--- config.mk ---
export PLATFORM = sky130hd
export DESIGN_NAME = ddram_access_ctrl
export DESIGN_NICKNAME = d
export VERILOG_FILES = /design/src/rtl/ddram_pkg.sv /design/src/rtl/ddram_phase_cnt.sv /design/src/rtl/ddram_access_ctrl.sv
export SDC_FILE = /design/constraint.sdc
export NUM_CORES = 1
export LEC_CHECK = 0
export ABC_CLOCK_PERIOD_IN_PS = 2300
export CAP_MARGIN = 20
export CORE_MARGIN = 4
export CORE_UTILIZATION = 47
export CTS_CLUSTER_DIAMETER = 200
export DETAILED_ROUTE_END_ITERATION = 10
export GPL_TIMING_DRIVEN = 0
export PLACE_DENSITY = 0.78
export SYNTH_ARGS = -nofsm -noshare
export SYNTH_HDL_FRONTEND = slang
export SYNTH_SLANG_ARGS = --single-unit
export TNS_END_PERCENT = 20
--- constraint.sdc ---
create_clock -name clk -period 2.3 [get_ports clk]
set_clock_uncertainty 0.2 [all_clocks]
set_input_delay 0.46 -clock clk [delete_from_list [all_inputs] [get_ports clk]]
set_output_delay 0.46 -clock clk [all_outputs]
set_load 0.01 [all_outputs]
--- src/rtl/ddram_pkg.sv ---
// ddram_pkg: shared types and constants for the DD_RAM request sequencer.
//   state_t       - sequencer states
//   ADDR_W_DEF    - default word-select width (4 words)
//   DATA_W_DEF    - default lane width
//   MEM_RW_IDLE   - RW level while no load/read phase is active
//   MEM_SEL_IDLE  - select value while no transaction is active
package ddram_pkg;

   typedef enum logic [2:0] {
      IDLE  = 3'd0,
      WLOAD = 3'd1,
      WHOLD = 3'd2,
      RLOAD = 3'd3,
      RESP  = 3'd4
   } state_t;

   localparam int   ADDR_W_DEF   = 2;
   localparam int   DATA_W_DEF   = 4;
   localparam logic MEM_RW_IDLE  = 1'b1;
   localparam int   MEM_SEL_IDLE = 0;

endpackage

--- src/rtl/ddram_phase_cnt.sv ---
// ddram_phase_cnt: 4-bit loadable down-counter timing the WHOLD/RLOAD phases.
//   clk, rst   - clock, asynchronous active-low reset
//   load       - load load_val this cycle (takes priority over counting)
//   load_val   - phase length minus one
//   cnt        - current count
//   zero       - count has reached zero (last cycle of the phase)
module ddram_phase_cnt
   import ddram_pkg::*;
(
   input  logic       clk,
   input  logic       rst,
   input  logic       load,
   input  logic [3:0] load_val,
   output logic [3:0] cnt,
   output logic       zero
);

   logic [3:0] cnt_q;
   logic [3:0] cnt_d;

   // Saturates at zero so an overlong phase can never wrap to 15.
   always_comb begin
      cnt_d = cnt_q;
      if (load) begin
         cnt_d = load_val;
      end else if (cnt_q != 4'd0) begin
         cnt_d = cnt_q - 4'd1;
      end
   end

   always_ff @(posedge clk or negedge rst) begin
      if (!rst) begin
         cnt_q <= 4'd0;
      end else begin
         cnt_q <= cnt_d;
      end
   end

   assign cnt  = cnt_q;
   assign zero = (cnt_q == 4'd0);

endmodule

--- src/rtl/ddram_access_ctrl.sv ---
// ddram_access_ctrl: sequences single-beat write/read requests into the
// RW/select/data phases of the dual-lane DD_RAM block and returns read data.
//   req_*       - request handshake and write payload (captured at acceptance)
//   rsp_*       - read response handshake and data
//   wr_done     - one-cycle pulse on the last WHOLD cycle
//   mem_*       - memory block RW/select/data drive and read data return
// All outputs are registered; next values are decoded from the next state.
//
// state | meaning
// IDLE  | idle memory drive, req_ready=1, waiting for a request
// WLOAD | one cycle RW=0 with write address/data
// WHOLD | WR_HOLD cycles RW=1 holding address/data, wr_done on last
// RLOAD | RD_WAIT cycles RW=0 with read address, sample data on last
// RESP  | rsp_valid=1 until rsp_ready
module ddram_access_ctrl
   import ddram_pkg::*;
#(
   parameter int ADDR_W  = ADDR_W_DEF,
   parameter int DATA_W  = DATA_W_DEF,
   parameter int WR_HOLD = 4,
   parameter int RD_WAIT = 2
) (
   input  logic              clk,
   input  logic              rst,
   input  logic              req_valid,
   output logic              req_ready,
   input  logic              req_write,
   input  logic [ADDR_W-1:0] req_addr,
   input  logic [DATA_W-1:0] req_data_a,
   input  logic [DATA_W-1:0] req_data_b,
   output logic              rsp_valid,
   input  logic              rsp_ready,
   output logic [DATA_W-1:0] rsp_data_a,
   output logic [DATA_W-1:0] rsp_data_b,
   output logic              wr_done,
   output logic              mem_rw,
   output logic [ADDR_W-1:0] mem_sel,
   output logic [DATA_W-1:0] mem_din_a,
   output logic [DATA_W-1:0] mem_din_b,
   input  logic [DATA_W-1:0] mem_dout_a,
   input  logic [DATA_W-1:0] mem_dout_b
);

   state_t              state_q, state_d;
   logic [ADDR_W-1:0]   addr_q, addr_d;
   logic [DATA_W-1:0]   data_a_q, data_a_d;
   logic [DATA_W-1:0]   data_b_q, data_b_d;
   logic                req_ready_q, req_ready_d;
   logic                rsp_valid_q, rsp_valid_d;
   logic [DATA_W-1:0]   rsp_data_a_q, rsp_data_a_d;
   logic [DATA_W-1:0]   rsp_data_b_q, rsp_data_b_d;
   logic                wr_done_q, wr_done_d;
   logic                mem_rw_q, mem_rw_d;
   logic [ADDR_W-1:0]   mem_sel_q, mem_sel_d;
   logic [DATA_W-1:0]   mem_din_a_q, mem_din_a_d;
   logic [DATA_W-1:0]   mem_din_b_q, mem_din_b_d;

   logic                accept;
   logic                cnt_load;
   logic [3:0]          cnt_load_val;
   logic [3:0]          cnt;
   logic                cnt_zero;

   ddram_phase_cnt u_phase_cnt (
      .clk      (clk),
      .rst      (rst),
      .load     (cnt_load),
      .load_val (cnt_load_val),
      .cnt      (cnt),
      .zero     (cnt_zero)
   );

   always_comb begin
      state_d      = state_q;
      addr_d       = addr_q;
      data_a_d     = data_a_q;
      data_b_d     = data_b_q;
      rsp_data_a_d = rsp_data_a_q;
      rsp_data_b_d = rsp_data_b_q;
      accept       = (state_q == IDLE) && req_valid && req_ready_q;

      case (state_q)
         IDLE: begin
            if (accept) begin
               addr_d   = req_addr;
               data_a_d = req_data_a;
               data_b_d = req_data_b;
               state_d  = req_write ? WLOAD : RLOAD;
            end
         end
         WLOAD: state_d = WHOLD;
         WHOLD: begin
            if (cnt_zero) state_d = IDLE;
         end
         RLOAD: begin
            if (cnt_zero) begin
               rsp_data_a_d = mem_dout_a;
               rsp_data_b_d = mem_dout_b;
               state_d      = RESP;
            end
         end
         RESP: begin
            if (rsp_ready) state_d = IDLE;
         end
         default: state_d = IDLE;
      endcase

      cnt_load     = (state_d != state_q) && ((state_d == WHOLD) || (state_d == RLOAD));
      cnt_load_val = (state_d == WHOLD) ? 4'(WR_HOLD - 1) : 4'(RD_WAIT - 1);

      // Outputs are registered, so decode them from the state being entered.
      req_ready_d = (state_d == IDLE);
      rsp_valid_d = (state_d == RESP);
      mem_rw_d    = ((state_d == WLOAD) || (state_d == RLOAD)) ? 1'b0 : MEM_RW_IDLE;
      mem_sel_d   = ADDR_W'(MEM_SEL_IDLE);
      mem_din_a_d = '0;
      mem_din_b_d = '0;
      if ((state_d == WLOAD) || (state_d == WHOLD) || (state_d == RLOAD)) begin
         mem_sel_d = addr_d;
      end
      if ((state_d == WLOAD) || (state_d == WHOLD)) begin
         mem_din_a_d = data_a_d;
         mem_din_b_d = data_b_d;
      end
      // Pulse lands on the cycle whose count is zero: one cycle before it
      // the count is 1, or WHOLD is a single cycle entered from WLOAD.
      wr_done_d = ((state_q == WHOLD) && (cnt == 4'd1)) ||
                  ((state_q == WLOAD) && (WR_HOLD == 1));
   end

   always_ff @(posedge clk or negedge rst) begin
      if (!rst) begin
         state_q      <= IDLE;
         addr_q       <= '0;
         data_a_q     <= '0;
         data_b_q     <= '0;
         req_ready_q  <= 1'b0;
         rsp_valid_q  <= 1'b0;
         rsp_data_a_q <= '0;
         rsp_data_b_q <= '0;
         wr_done_q    <= 1'b0;
         mem_rw_q     <= MEM_RW_IDLE;
         mem_sel_q    <= ADDR_W'(MEM_SEL_IDLE);
         mem_din_a_q  <= '0;
         mem_din_b_q  <= '0;
      end else begin
         state_q      <= state_d;
         addr_q       <= addr_d;
         data_a_q     <= data_a_d;
         data_b_q     <= data_b_d;
         req_ready_q  <= req_ready_d;
         rsp_valid_q  <= rsp_valid_d;
         rsp_data_a_q <= rsp_data_a_d;
         rsp_data_b_q <= rsp_data_b_d;
         wr_done_q    <= wr_done_d;
         mem_rw_q     <= mem_rw_d;
         mem_sel_q    <= mem_sel_d;
         mem_din_a_q  <= mem_din_a_d;
         mem_din_b_q  <= mem_din_b_d;
      end
   end

   assign req_ready  = req_ready_q;
   assign rsp_valid  = rsp_valid_q;
   assign rsp_data_a = rsp_data_a_q;
   assign rsp_data_b = rsp_data_b_q;
   assign wr_done    = wr_done_q;
   assign mem_rw     = mem_rw_q;
   assign mem_sel    = mem_sel_q;
   assign mem_din_a  = mem_din_a_q;
   assign mem_din_b  = mem_din_b_q;

endmodule
==> impl_table.tex, run 1 <==
\begin{tabular}{lr}
\hline
Metric & Value \\
\hline
\multicolumn{2}{l}{\textbf{Pwr}} \\
Leakage & 0.9557 nW \\
Post-layout total power & 2.663 mW \\
Maximum vdd ir drop & 633.9 uV \\
Power per cell area & 1198 mW/mm\^{}2 \\
\multicolumn{2}{l}{\textbf{Placement}} \\
Quantity of I/O buffers inserted on ports & 44 \\
DP Wirelength & 2.319 mm \\
Weighted congestion at the end of routability-driven global placement & 0.7838 \\
\multicolumn{2}{l}{\textbf{Worst setup path}} \\
Cell count along the critical path & 1 \\
End point of the critical path & mem\_rw \\
Critical Path Sink Type & output port \\
Req. time, crit path & 1.64 ns \\
Worst r2r dst & rsp\_data\_b[1]\$\_DFFE\_PN0P\_ \\
Highest cell delay on the worst timing path & 0.54 ns \\
WP buf/inv & 1 \\
Worst Path Max Fanout & 1 \\
Worst r2r src & u\_phase\_cnt.cnt[1]\$\_DFFE\_PN0P\_ \\
Ordered cell list for the critical path & clkdlybuf4s50\_1 \\
Startpoint class of the critical path & flip-flop \\
Crit-path leading delay family & flip-flops \\
Number of cells on the worst reg-to-reg path & 5 \\
FF-to-FF setup slack & 0.25 ns \\
Data arrival time at the worst-slack endpoint & 1.40 ns \\
Critical setup path kind & flip-flop to output port \\
Worst path slowest cell & dfstp\_2 \\
Worst setup path startpoint & mem\_rw\$\_DFF\_PN1\_ \\
\multicolumn{2}{l}{\textbf{Detailed routing}} \\
Routed wire per std cell & 14.13 um \\
Post-detailed-route via-to-cell ratio & 5.133 \\
Antenna-violating nets left & 0 \\
Detailed-route DRC error count & 0 \\
Total number of vias & 1160 \\
Total wire length & 3.194 mm \\
First drt pass iteration count & 4 \\
Initial DRC Count & 46 \\
\multicolumn{2}{l}{\textbf{Layout}} \\
Total area of sequential cells & 977.2 um\^{}2 \\
Total area of multi-input combinational cells & 643.1 um\^{}2 \\
\# nets final & 204 \\
\# fillers & 247 \\
Final cell utilization of the core & 65.60\% \\
Highest-count cells in the layout ignoring fill and taps & 43 x clkdlybuf4s50\_1, 38 x dfrtp\_1, 16 x mux2\_2, 10 x nand2b\_1, 8 x o2bb2ai\_1 \\
Count of inserted antenna diode cells & 0 \\
Layout overhead on the synthesized area & 32.91\% \\
Most common cell after layout, fill and taps aside & clkdlybuf4s50\_1 \\
Fraction of layout instances using a drive strength above 1 & 20.00\% \\
\multicolumn{2}{l}{\textbf{STA}} \\
Fin Hold WS & 0.0005865 ns \\
Number of failing hold endpoints at the final stage & 0 \\
Post-route clock period utilization & 89.77\% \\
Relative slew margins & 44.54\% \\
RSZ-0062 raised after global routing & no \\
Maximum clock frequency & 0.4843 GHz \\
Total count of max-transition violations in the final report & 0 \\
Tightest Pin Transition & 0.8320 ns \\
Period minus WS final & 2.065 ns \\
Endpoints failing setup & 0 \\
\multicolumn{2}{l}{\textbf{Floorplan}} \\
Die W & 67.66 um \\
Core area & 0.003390 mm\^{}2 \\
Initial standard-cell utilization of the core & 49.35\% \\
Count of standard-cell rows & 21 \\
Die Area & 0.004578 mm\^{}2 \\
I/O pins & 45 \\
Die Span Y & 67.66 um \\
\multicolumn{2}{l}{\textbf{GRT}} \\
Vias in the first global route & 1201 \\
Wire length of the first global-routing pass & 5.492 mm \\
Residual overflow from global routing & 0 \\
Number of antenna violations at the first check in global routing & 0 \\
Maximum number of pins on one net before global-route repair & 40 \\
Aggregate global-route resource usage & 16.26\% \\
\multicolumn{2}{l}{\textbf{Clock network}} \\
Cts hold-fix bufs & 0 \\
Clock latency reported for the late side of the worst-skew pair & 0.34 ns \\
Max Buffers Root-to-Sink & 2 \\
Clock transition at the registers of the reported paths & 0.12 ns \\
CTS tree & built \\
TritonCTS Buffers & 5 \\
Number of sinks driven by the clock tree & 39 \\
Post-CTS setup repair buffer count & 0 \\
CTS resizes & 0 \\
Clock H-tree levels & 2 \\
Root buffer selected by CTS & clkbuf\_4 \\
\multicolumn{2}{l}{\textbf{Synth}} \\
Synthesis-stage register bit count & 39 \\
Mapped Area & 0.001673 mm\^{}2 \\
Syn Nets & 153 \\
Number of standard cells after synthesis & 128 \\
Number of synthesis warnings & 0 \\
Distinct cell type count of the synthesized netlist & 36 \\
Biggest area consumer among synthesized cells & dfrtp\_1 \\
Post-Synthesis Mean Instance Area & 13.07 um\^{}2 \\
Most area-consuming cells after synthesis & dfrtp\_1 57\%, mux2\_2 11\%, o2bb2ai\_1 4.2\% \\
Portion of the post-synthesis area used by sequential elements & 58.41\% \\
Proportion of netlist area held by the largest area contributor & 56.84\% \\
\multicolumn{2}{l}{\textbf{Run status}} \\
Outcome & finished, final reports clean \\
\multicolumn{2}{l}{\textbf{Hold path}} \\
Worst min-delay path category & input pin to async pin \\
\multicolumn{2}{l}{\textbf{Job}} \\
Max-cap violation count & 0 \\
\hline
\end{tabular}
where the power goes:
part	switching [mW]	total, mW	internal, mW
clock	0.222	0.339	0.117
combinational	0.541	1.21	0.666
sequential	0.137	1.12	0.980
logic make-up after synthesis:
kind of cell / count (synthesis) / share of synthesized area (%)
DFF: 39 / 58.41
and+or+nand+nor: 34 / 13.69
AOI/OAI and AO/OA: 24 / 11.37
muxes: 17 / 11.37
buffers and inverters: 11 / 3.141
adders and majority gates: 2 / 1.496
xor gates and xnor gates: 1 / 0.5237
stage by stage:
stage | area (um^2) | instances | setup slack [ns] | setup TNS (ns)
after floorplan | 1673 | 128 | 0.3968 | 0
after global placement | 2171 | 218 | -0.2697 | -10.18
after detailed placement | 2166 | 218 | 0.1588 | 0
after CTS | 2223 | 226 | 0.2022 | 0
after global routing | 2223 | 226 | 0.1517 | 0
final | 2223 | 226 | 0.2353 | 0
final cells by class:
cell class,instances,area share [%]
Multi-Input combinational cell,78,28.93
Buffer,6,1.519
Sequential cell,39,43.95
Tap cell,46,2.589
Clock inverter,3,0.9004
Inverter,5,0.8441
Clock buffer,5,1.688
Timing Repair Buffer,44,19.58
layer usage:
metal  wire length (um)  track usage (%)  vias up
li1                   -                -      556
met1               1431            20.83      563
met2               1503            25.52       35
met3                208            5.324        6
met4                 51            6.076        0
met5                  0                0        -
worst min path at each step:
| stage | start | slack [ns] | to |
|---|---|---|---|
| 2_1_floorplan | rst | -0.04 | addr_q[0]$_DFF_PN0_ |
| 3_3_place_gp | data_a_q[3]$_DFF_PN0_ | 0.29 | data_a_q[3]$_DFF_PN0_ |
| 3_5_place_dp | data_a_q[1]$_DFF_PN0_ | 0.29 | data_a_q[1]$_DFF_PN0_ |
| 4_1_cts | rst | 0.01 | addr_q[0]$_DFF_PN0_ |
| 5_1_grt | rst | 0.05 | addr_q[0]$_DFF_PN0_ |
| 6_report | rst | 0.0006 | addr_q[0]$_DFF_PN0_ |
flip-flops by register name, summed over array words and instances (netlist names):
register and flops:
mem_sel 2, mem_rw 1, data_a_q 4, wr_done 1, rsp_valid 1, rsp_data_a 4, mem_din_a 4, data_b_q 4
mem_din_b 4, rsp_data_b 4, req_ready 1, u_phase_cnt.cnt 4, addr_q 2, state_q 3
Yosys cell counts, drive strengths merged:
cell,instances
a211oi,1
a21oi,4
a31oi,1
and2,2
and3,1
and4,1
buf,4
clkbuf,2
dfrtp,38
dfstp,1
ha,2
inv,5
mux2,16
mux2i,1
nand2,2
nand2b,10
nand3,3
nand3b,4
nor2,4
nor2b,3
nor3,2
o211a,1
o21ai,5
o2bb2ai,8
o311a,1
o311ai,1
o41ai,2
or3b,1
or4b,1
xnor2,1
No activity file was read; power rests on OpenSTA's default activity.
==> run 2: changes to the inputs <==
--- a/config.mk
+++ b/config.mk
@@ -5,14 +5,15 @@
 export SDC_FILE = /design/constraint.sdc
 export NUM_CORES = 1
 export LEC_CHECK = 0
+export ABC_AREA = 1
 export ABC_CLOCK_PERIOD_IN_PS = 2300
 export CAP_MARGIN = 20
 export CORE_MARGIN = 4
-export CORE_UTILIZATION = 47
+export CORE_UTILIZATION = 46
 export CTS_CLUSTER_DIAMETER = 200
 export DETAILED_ROUTE_END_ITERATION = 10
 export GPL_TIMING_DRIVEN = 0
-export PLACE_DENSITY = 0.78
+export PLACE_DENSITY = 0.77
 export SYNTH_ARGS = -nofsm -noshare
 export SYNTH_HDL_FRONTEND = slang
 export SYNTH_SLANG_ARGS = --single-unit
==> run 2 against run 1 <==
Clock-buffer cell count up 2. Fmax down 0.86%. Combinational power about the same. Register-to-register slack better by 0.11 ns. Worst hold slack worse by 0.0018 ns. Area after synthesis down 5.3%. Critical path type unchanged. Synthesized cell count up 9.4%. Non-clock buffer count down 5. The flow now finishes with violations (negative hold slack). Clock power up 19%. Sequential share of layout area up 1.5 points. Sequential cell count unchanged.
==> impl_table.tex, run 2 <==
\begin{tabular}{lr}
\hline
Metric & Value \\
\hline
\multicolumn{2}{l}{\textbf{Placement}} \\
Pre-CTS setup slack & 0.2238 ns \\
Placed cell count & 230 \\
Quantity of I/O buffers inserted on ports & 44 \\
Placement-stage cell area & 0.002077 mm\^{}2 \\
DP Wirelength & 2.199 mm \\
Weighted congestion at the end of routability-driven global placement & 0.7079 \\
\multicolumn{2}{l}{\textbf{Clock network}} \\
Number of sinks driven by the clock tree & 39 \\
Clock transition at the registers of the reported paths & 0.11 ns \\
Post-CTS setup repair buffer count & 0 \\
TritonCTS Buffers & 5 \\
Max Buffers Root-to-Sink & 2 \\
Clock H-tree levels & 2 \\
CTS tree & built \\
Root buffer selected by CTS & clkbuf\_4 \\
Cts hold-fix bufs & 0 \\
Clock latency reported for the late side of the worst-skew pair & 0.35 ns \\
CTS resizes & 0 \\
\multicolumn{2}{l}{\textbf{Synth}} \\
Arithmetic-cell share of the synthesized area counting full adders, half adders and majority gates & 1.580\% \\
Portion of the post-synthesis area used by sequential elements & 61.69\% \\
Area share of and/or/nand/nor cells after synthesis & 14.38\% \\
Proportion of netlist area held by the largest area contributor & 60.03\% \\
Most area-consuming cells after synthesis & dfrtp\_1 60\%, mux2\_2 7.8\%, nand2\_1 6.6\% \\
Mapped Area & 0.001584 mm\^{}2 \\
Synthesis-stage register bit count & 39 \\
Top cells by instance count after synthesis & 38 x dfrtp\_1, 28 x nand2\_1, 27 x inv\_1 \\
Xor/xnor share of the synthesized area & 0\% \\
Post-synth EDFFs & 0 \\
Distinct cell type count of the synthesized netlist & 20 \\
Biggest area consumer among synthesized cells & dfrtp\_1 \\
Number of synthesis warnings & 0 \\
Number of standard cells after synthesis & 140 \\
Largest family of logic cells by synthesized area & simple AND/OR/NAND/NOR gates \\
Syn Nets & 165 \\
Mux share of post-synthesis cell area & 12.56\% \\
Ys async rst share & 100.0\% \\
Commonest register cell after synthesis & dfrtp\_1 \\
Area fraction in compound gates after synthesis & 2.686\% \\
Post-Synthesis Mean Instance Area & 11.31 um\^{}2 \\
Leading cell type by number of instances after synthesis & dfrtp\_1 \\
\multicolumn{2}{l}{\textbf{Layout}} \\
Layout Cells excl Fill & 238 \\
Fraction of layout instances using a drive strength above 1 & 16.15\% \\
Layout overhead on the synthesized area & 35.70\% \\
\# nets final & 216 \\
Most common cell after layout, fill and taps aside & clkdlybuf4s50\_1 \\
Count of inserted antenna diode cells & 0 \\
Layout Cell Area excl Fill & 0.002150 mm\^{}2 \\
Final cell utilization of the core & 64.42\% \\
Highest-count cells in the layout ignoring fill and taps & 43 x clkdlybuf4s50\_1, 38 x dfrtp\_1, 28 x nand2\_1, 27 x inv\_1, 11 x mux2\_2 \\
\# fillers & 273 \\
\multicolumn{2}{l}{\textbf{Detailed routing}} \\
Post-detailed-route via-to-cell ratio & 4.639 \\
Routed wire per std cell & 12.68 um \\
First drt pass iteration count & 4 \\
Detailed-route DRC error count & 0 \\
Initial DRC Count & 54 \\
Antenna-violating nets left & 0 \\
Total number of vias & 1104 \\
Total wire length & 3.017 mm \\
\multicolumn{2}{l}{\textbf{Worst setup path}} \\
Startpoint class of the critical path & flip-flop \\
WP buf/inv & 1 \\
Worst Path Max Fanout & 1 \\
Critical Path Sink Type & output port \\
Req. time, crit path & 1.64 ns \\
Ordered cell list for the critical path & clkdlybuf4s50\_1 \\
Number of cells on the worst reg-to-reg path & 6 \\
Worst r2r dst & rsp\_data\_b[1]\$\_DFFE\_PN0P\_ \\
Crit-path leading delay family & buffers and inverters \\
Highest cell delay on the worst timing path & 0.54 ns \\
Critical setup path kind & flip-flop to output port \\
Worst path slowest cell & clkdlybuf4s50\_1 \\
Worst r2r src & u\_phase\_cnt.cnt[0]\$\_DFFE\_PN0P\_ \\
FF-to-FF setup slack & 0.36 ns \\
Data arrival time at the worst-slack endpoint & 1.42 ns \\
\multicolumn{2}{l}{\textbf{STA}} \\
Fin Hold WS & -0.001203 ns \\
Least setup slack across all paths after layout & 0.2173 ns \\
Relative slew margins & 44.60\% \\
RSZ-0062 raised after global routing & no \\
Total count of max-transition violations in the final report & 0 \\
Tightest Pin Transition & 0.8310 ns \\
Maximum clock frequency & 0.4802 GHz \\
Endpoints failing setup & 0 \\
TNS Setup & 0 ns \\
Number of failing hold endpoints at the final stage & 2 \\
Period minus WS final & 2.083 ns \\
Post-route clock period utilization & 90.55\% \\
\multicolumn{2}{l}{\textbf{Run status}} \\
Violated checks & negative hold slack \\
Outcome & finished with violations \\
\multicolumn{2}{l}{\textbf{Floorplan}} \\
Die W & 66.68 um \\
Initial standard-cell utilization of the core & 47.47\% \\
Core area & 0.003337 mm\^{}2 \\
I/O pins & 45 \\
Die Area & 0.004446 mm\^{}2 \\
Die Span Y & 66.68 um \\
Count of standard-cell rows & 21 \\
\multicolumn{2}{l}{\textbf{Pwr}} \\
Leakage & 1.106 nW \\
Maximum vdd ir drop & 686.3 uV \\
Power per cell area & 1262 mW/mm\^{}2 \\
Post-layout total power & 2.713 mW \\
\multicolumn{2}{l}{\textbf{GRT}} \\
Wire length of the first global-routing pass & 5.430 mm \\
Vias in the first global route & 1221 \\
Number of antenna violations at the first check in global routing & 0 \\
Residual overflow from global routing & 0 \\
Maximum number of pins on one net before global-route repair & 40 \\
Aggregate global-route resource usage & 16.59\% \\
\multicolumn{2}{l}{\textbf{Job}} \\
Max-cap violation count & 0 \\
\multicolumn{2}{l}{\textbf{Hold path}} \\
Worst min-delay path category & input pin to async pin \\
\hline
\end{tabular}
-- run 2: cells by family after synthesis --
group,count (synthesis)
mux,16
flops,39
compound gates,6
buf+inv,28
simple gates,49
fa+ha+maj,2
-- run 2: worst max-delay path by stage --
stage / start / to / slack (ns) / depth (start not counted)
after floorplan: u_phase_cnt.cnt[0]$_DFFE_PN0P_ / rsp_data_a[0]$_DFFE_PN0P_ / 0.60 / 6
after global placement: rst / mem_din_b[0]$_DFF_PN0_ / -0.28 / 1
after detailed placement: req_valid / mem_din_b[1]$_DFF_PN0_ / 0.22 / 8
after CTS: mem_rw$_DFF_PN1_ / mem_rw / 0.19 / 1
after global routing: mem_rw$_DFF_PN1_ / mem_rw / 0.17 / 1
final: mem_rw$_DFF_PN1_ / mem_rw / 0.22 / 1
-- run 2: area by class of cell --
type	count	area, um^2	share of cell area (%)
buffer	1	11.26	0.5239
clock buffer	7	65.06	3.027
clock inverter	1	7.507	0.3492
inverter	27	101.3	4.715
multi-input combinational	73	494.2	22.99
sequential	39	977.2	45.46
tap	46	57.56	2.678
timing repair buffer	44	435.4	20.26
-- run 2: layer usage --
layer / vias to the layer above / part of all wire, % / global-route usage, %
met1: 531 / 43 / 20.07
met5: - / 0 / 0
met4: 0 / 1.8 / 7.614
li1: 538 / - / -
met2: 29 / 50 / 26.86
met3: 6 / 5.1 / 5.228
-- run 2: power breakdown --
part	total (mW)	internal, mW	switching [mW]
Sequential	1.12	0.981	0.143
Clock	0.404	0.179	0.225
Combinational	1.18	0.615	0.570
==> run 3: changes to the inputs <==
--- a/config.mk
+++ b/config.mk
@@ -6,11 +6,12 @@
 export NUM_CORES = 1
 export LEC_CHECK = 0
 export ABC_AREA = 1
-export ABC_CLOCK_PERIOD_IN_PS = 2300
+export ABC_CLOCK_PERIOD_IN_PS = 2200
 export CAP_MARGIN = 20
-export CORE_MARGIN = 4
+export CORE_MARGIN = 1
 export CORE_UTILIZATION = 46
 export CTS_CLUSTER_DIAMETER = 200
+export CTS_CLUSTER_SIZE = 30
 export DETAILED_ROUTE_END_ITERATION = 10
 export GPL_TIMING_DRIVEN = 0
 export PLACE_DENSITY = 0.77
==> constraint.sdc (replaced) <==
create_clock -name clk -period 2.2 [get_ports clk]
set_clock_uncertainty 0.2 [all_clocks]
set_input_delay 0.44 -clock clk [delete_from_list [all_inputs] [get_ports clk]]
set_output_delay 0.44 -clock clk [all_outputs]
set_load 0.01 [all_outputs]
==> run 3 against run 2 <==
The flow now finishes without violations. Die area is 17% lower. Via count grew 2.7%. Sequential share of layout area up 0.24 points. Critical path depth unchanged. Setup slack lost 0.065 ns. Cell area is 0.52% lower. First-iteration DRC count increased by 7.4%.
==> impl_table.tex, run 3 (synthesis gave the netlist of run 2 again) <==
\begin{tabular}{lr}
\hline
Metric & Value \\
\hline
\multicolumn{2}{l}{\textbf{Pwr}} \\
Power per cell area & 1298 mW/mm\^{}2 \\
Part of the total power dissipated in sequential elements & 42.0\% \\
Share of total power in combinational logic & 45.4\% \\
Clock network fraction of total power & 12.6\% \\
Maximum vdd ir drop & 704.6 uV \\
P\_int & 1.793 mW \\
Switching Share & 35.41\% \\
Net switching power & 0.9827 mW \\
Leakage & 1.100 nW \\
\multicolumn{2}{l}{\textbf{Worst setup path}} \\
WP buf/inv & 1 \\
Crit-path leading delay family & flip-flops \\
Req. time, crit path & 1.56 ns \\
Data arrival time at the worst-slack endpoint & 1.41 ns \\
Startpoint class of the critical path & flip-flop \\
Critical setup path kind & flip-flop to output port \\
Worst Path Max Fanout & 1 \\
Critical Path Sink Type & output port \\
Ordered cell list for the critical path & clkdlybuf4s50\_1 \\
Worst path slowest cell & dfstp\_2 \\
Highest cell delay on the worst timing path & 0.54 ns \\
\multicolumn{2}{l}{\textbf{Layout}} \\
Highest-count cells in the layout ignoring fill and taps & 43 x clkdlybuf4s50\_1, 38 x dfrtp\_1, 28 x nand2\_1, 27 x inv\_1, 11 x mux2\_2 \\
Layout overhead on the synthesized area & 34.99\% \\
Fraction of layout instances using a drive strength above 1 & 15.54\% \\
\# nets final & 217 \\
Count of inserted antenna diode cells & 0 \\
\# fillers & 261 \\
Most common cell after layout, fill and taps aside & clkdlybuf4s50\_1 \\
Final cell utilization of the core & 67.82\% \\
\multicolumn{2}{l}{\textbf{STA}} \\
Maximum clock frequency & 0.4883 GHz \\
Number of failing hold endpoints at the final stage & 0 \\
Endpoints failing setup & 0 \\
Tightest Pin Transition & 0.8212 ns \\
Fin Hold WS & 0.3094 ns \\
Post-route clock period utilization & 93.08\% \\
Relative slew margins & 45.25\% \\
Total count of max-transition violations in the final report & 0 \\
Period minus WS final & 2.048 ns \\
RSZ-0062 raised after global routing & no \\
\multicolumn{2}{l}{\textbf{Clock network}} \\
TritonCTS Buffers & 5 \\
CTS resizes & 0 \\
Max Buffers Root-to-Sink & 2 \\
Number of sinks driven by the clock tree & 39 \\
Clock transition at the registers of the reported paths & 0.12 ns \\
Clock H-tree levels & 2 \\
Post-CTS setup repair buffer count & 0 \\
Root buffer selected by CTS & clkbuf\_4 \\
Clock latency reported for the late side of the worst-skew pair & 0.34 ns \\
CTS tree & built \\
\multicolumn{2}{l}{\textbf{Detailed routing}} \\
Antenna-violating nets left & 0 \\
Detailed-route DRC error count & 0 \\
Total wire length & 3.036 mm \\
Post-detailed-route via-to-cell ratio & 4.785 \\
First drt pass iteration count & 4 \\
Routed wire per std cell & 12.81 um \\
Initial DRC Count & 58 \\
Total number of vias & 1134 \\
\multicolumn{2}{l}{\textbf{Placement}} \\
DP Wirelength & 2.310 mm \\
Quantity of I/O buffers inserted on ports & 44 \\
Weighted congestion at the end of routability-driven global placement & 0.8244 \\
\multicolumn{2}{l}{\textbf{Floorplan}} \\
Die Area & 0.003682 mm\^{}2 \\
Die W & 60.68 um \\
Core area & 0.003153 mm\^{}2 \\
Die Span Y & 60.68 um \\
Initial standard-cell utilization of the core & 50.24\% \\
Count of standard-cell rows & 20 \\
I/O pins & 45 \\
\multicolumn{2}{l}{\textbf{GRT}} \\
Residual overflow from global routing & 0 \\
Vias in the first global route & 1165 \\
Aggregate global-route resource usage & 18.81\% \\
Number of antenna violations at the first check in global routing & 0 \\
Wire length of the first global-routing pass & 4.836 mm \\
Maximum number of pins on one net before global-route repair & 40 \\
\multicolumn{2}{l}{\textbf{Hold path}} \\
Worst min-delay path category & flip-flop to flip-flop \\
\multicolumn{2}{l}{\textbf{Run status}} \\
Outcome & finished, final reports clean \\
\multicolumn{2}{l}{\textbf{Job}} \\
Max-cap violation count & 0 \\
\hline
\end{tabular}
==> run 3: final cells by class <==
type                       instances  area (um^2)  share of cell area, %
buffer                             1        11.26                 0.5266
tap                               44        55.05                  2.575
clock buffer                       6        41.29                  1.931
sequential                        39        977.2                  45.70
clock inverter                     2        12.51                 0.5851
inverter                          27        101.3                  4.740
timing repair buffer              45        445.4                  20.83
multi-input combinational         73        494.2                  23.11
==> run 3: power groups by stage <==
stage | combinational [mW] | clock [mW] | sequential (mW)
floorplan | 0.672 | 0 | 1.24
global placement | 1.20 | 0 | 1.16
detailed placement | 1.26 | 0 | 1.19
CTS | 1.27 | 0.369 | 1.17
global route | 1.41 | 0.389 | 1.19
finish | 1.26 | 0.350 | 1.17
==> run 3: worst paths after layout <==
kind / cells after the start / start / to / slack [ns]
hold / removal: 1 / data_a_q[2]$_DFF_PN0_ / data_a_q[2]$_DFF_PN0_ / 0.31
setup / recovery: 1 / mem_rw$_DFF_PN1_ / mem_rw / 0.15
max in group asynchronous: 2 / rst / mem_din_a[0]$_DFF_PN0_ / 0.77
hold reg to reg: 1 / data_a_q[2]$_DFF_PN0_ / data_a_q[2]$_DFF_PN0_ / 0.31
setup reg to reg: 6 / u_phase_cnt.cnt[0]$_DFFE_PN0P_ / rsp_data_a[2]$_DFFE_PN0P_ / 0.26
min in group asynchronous: 2 / rst / mem_din_b[3]$_DFF_PN0_ / 0.51
==> run 3: repair_timing <==
item / 4_1_cts / 5_1_grt
endpoints found under the setup margin: 0 / 0
hold buffers: 1 / 0
hold endpoints to repair: 11 / 0
==> run 3: metrics by stage <==
step | cell area, um^2 | setup WS, ns | setup TNS [ns] | instances | power [mW]
floorplan | 1584 | 0.4953 | 0 | 140 | 1.907
global placement | 2079 | -0.3219 | -12.15 | 228 | 2.367
detailed placement | 2074 | 0.1190 | 0 | 228 | 2.449
CTS | 2138 | 0.1250 | 0 | 237 | 2.810
global route | 2138 | 0.09158 | 0 | 237 | 2.996
finish | 2138 | 0.1522 | 0 | 237 | 2.776
==> run 3: per-layer routing <==
metal	vias up	routed length, um	global-route usage, %
li1	542	-	-
met1	542	1214	17.87
met2	46	1605	35.01
met3	4	185	7.889
met4	0	29	8.442
met5	-	0	0
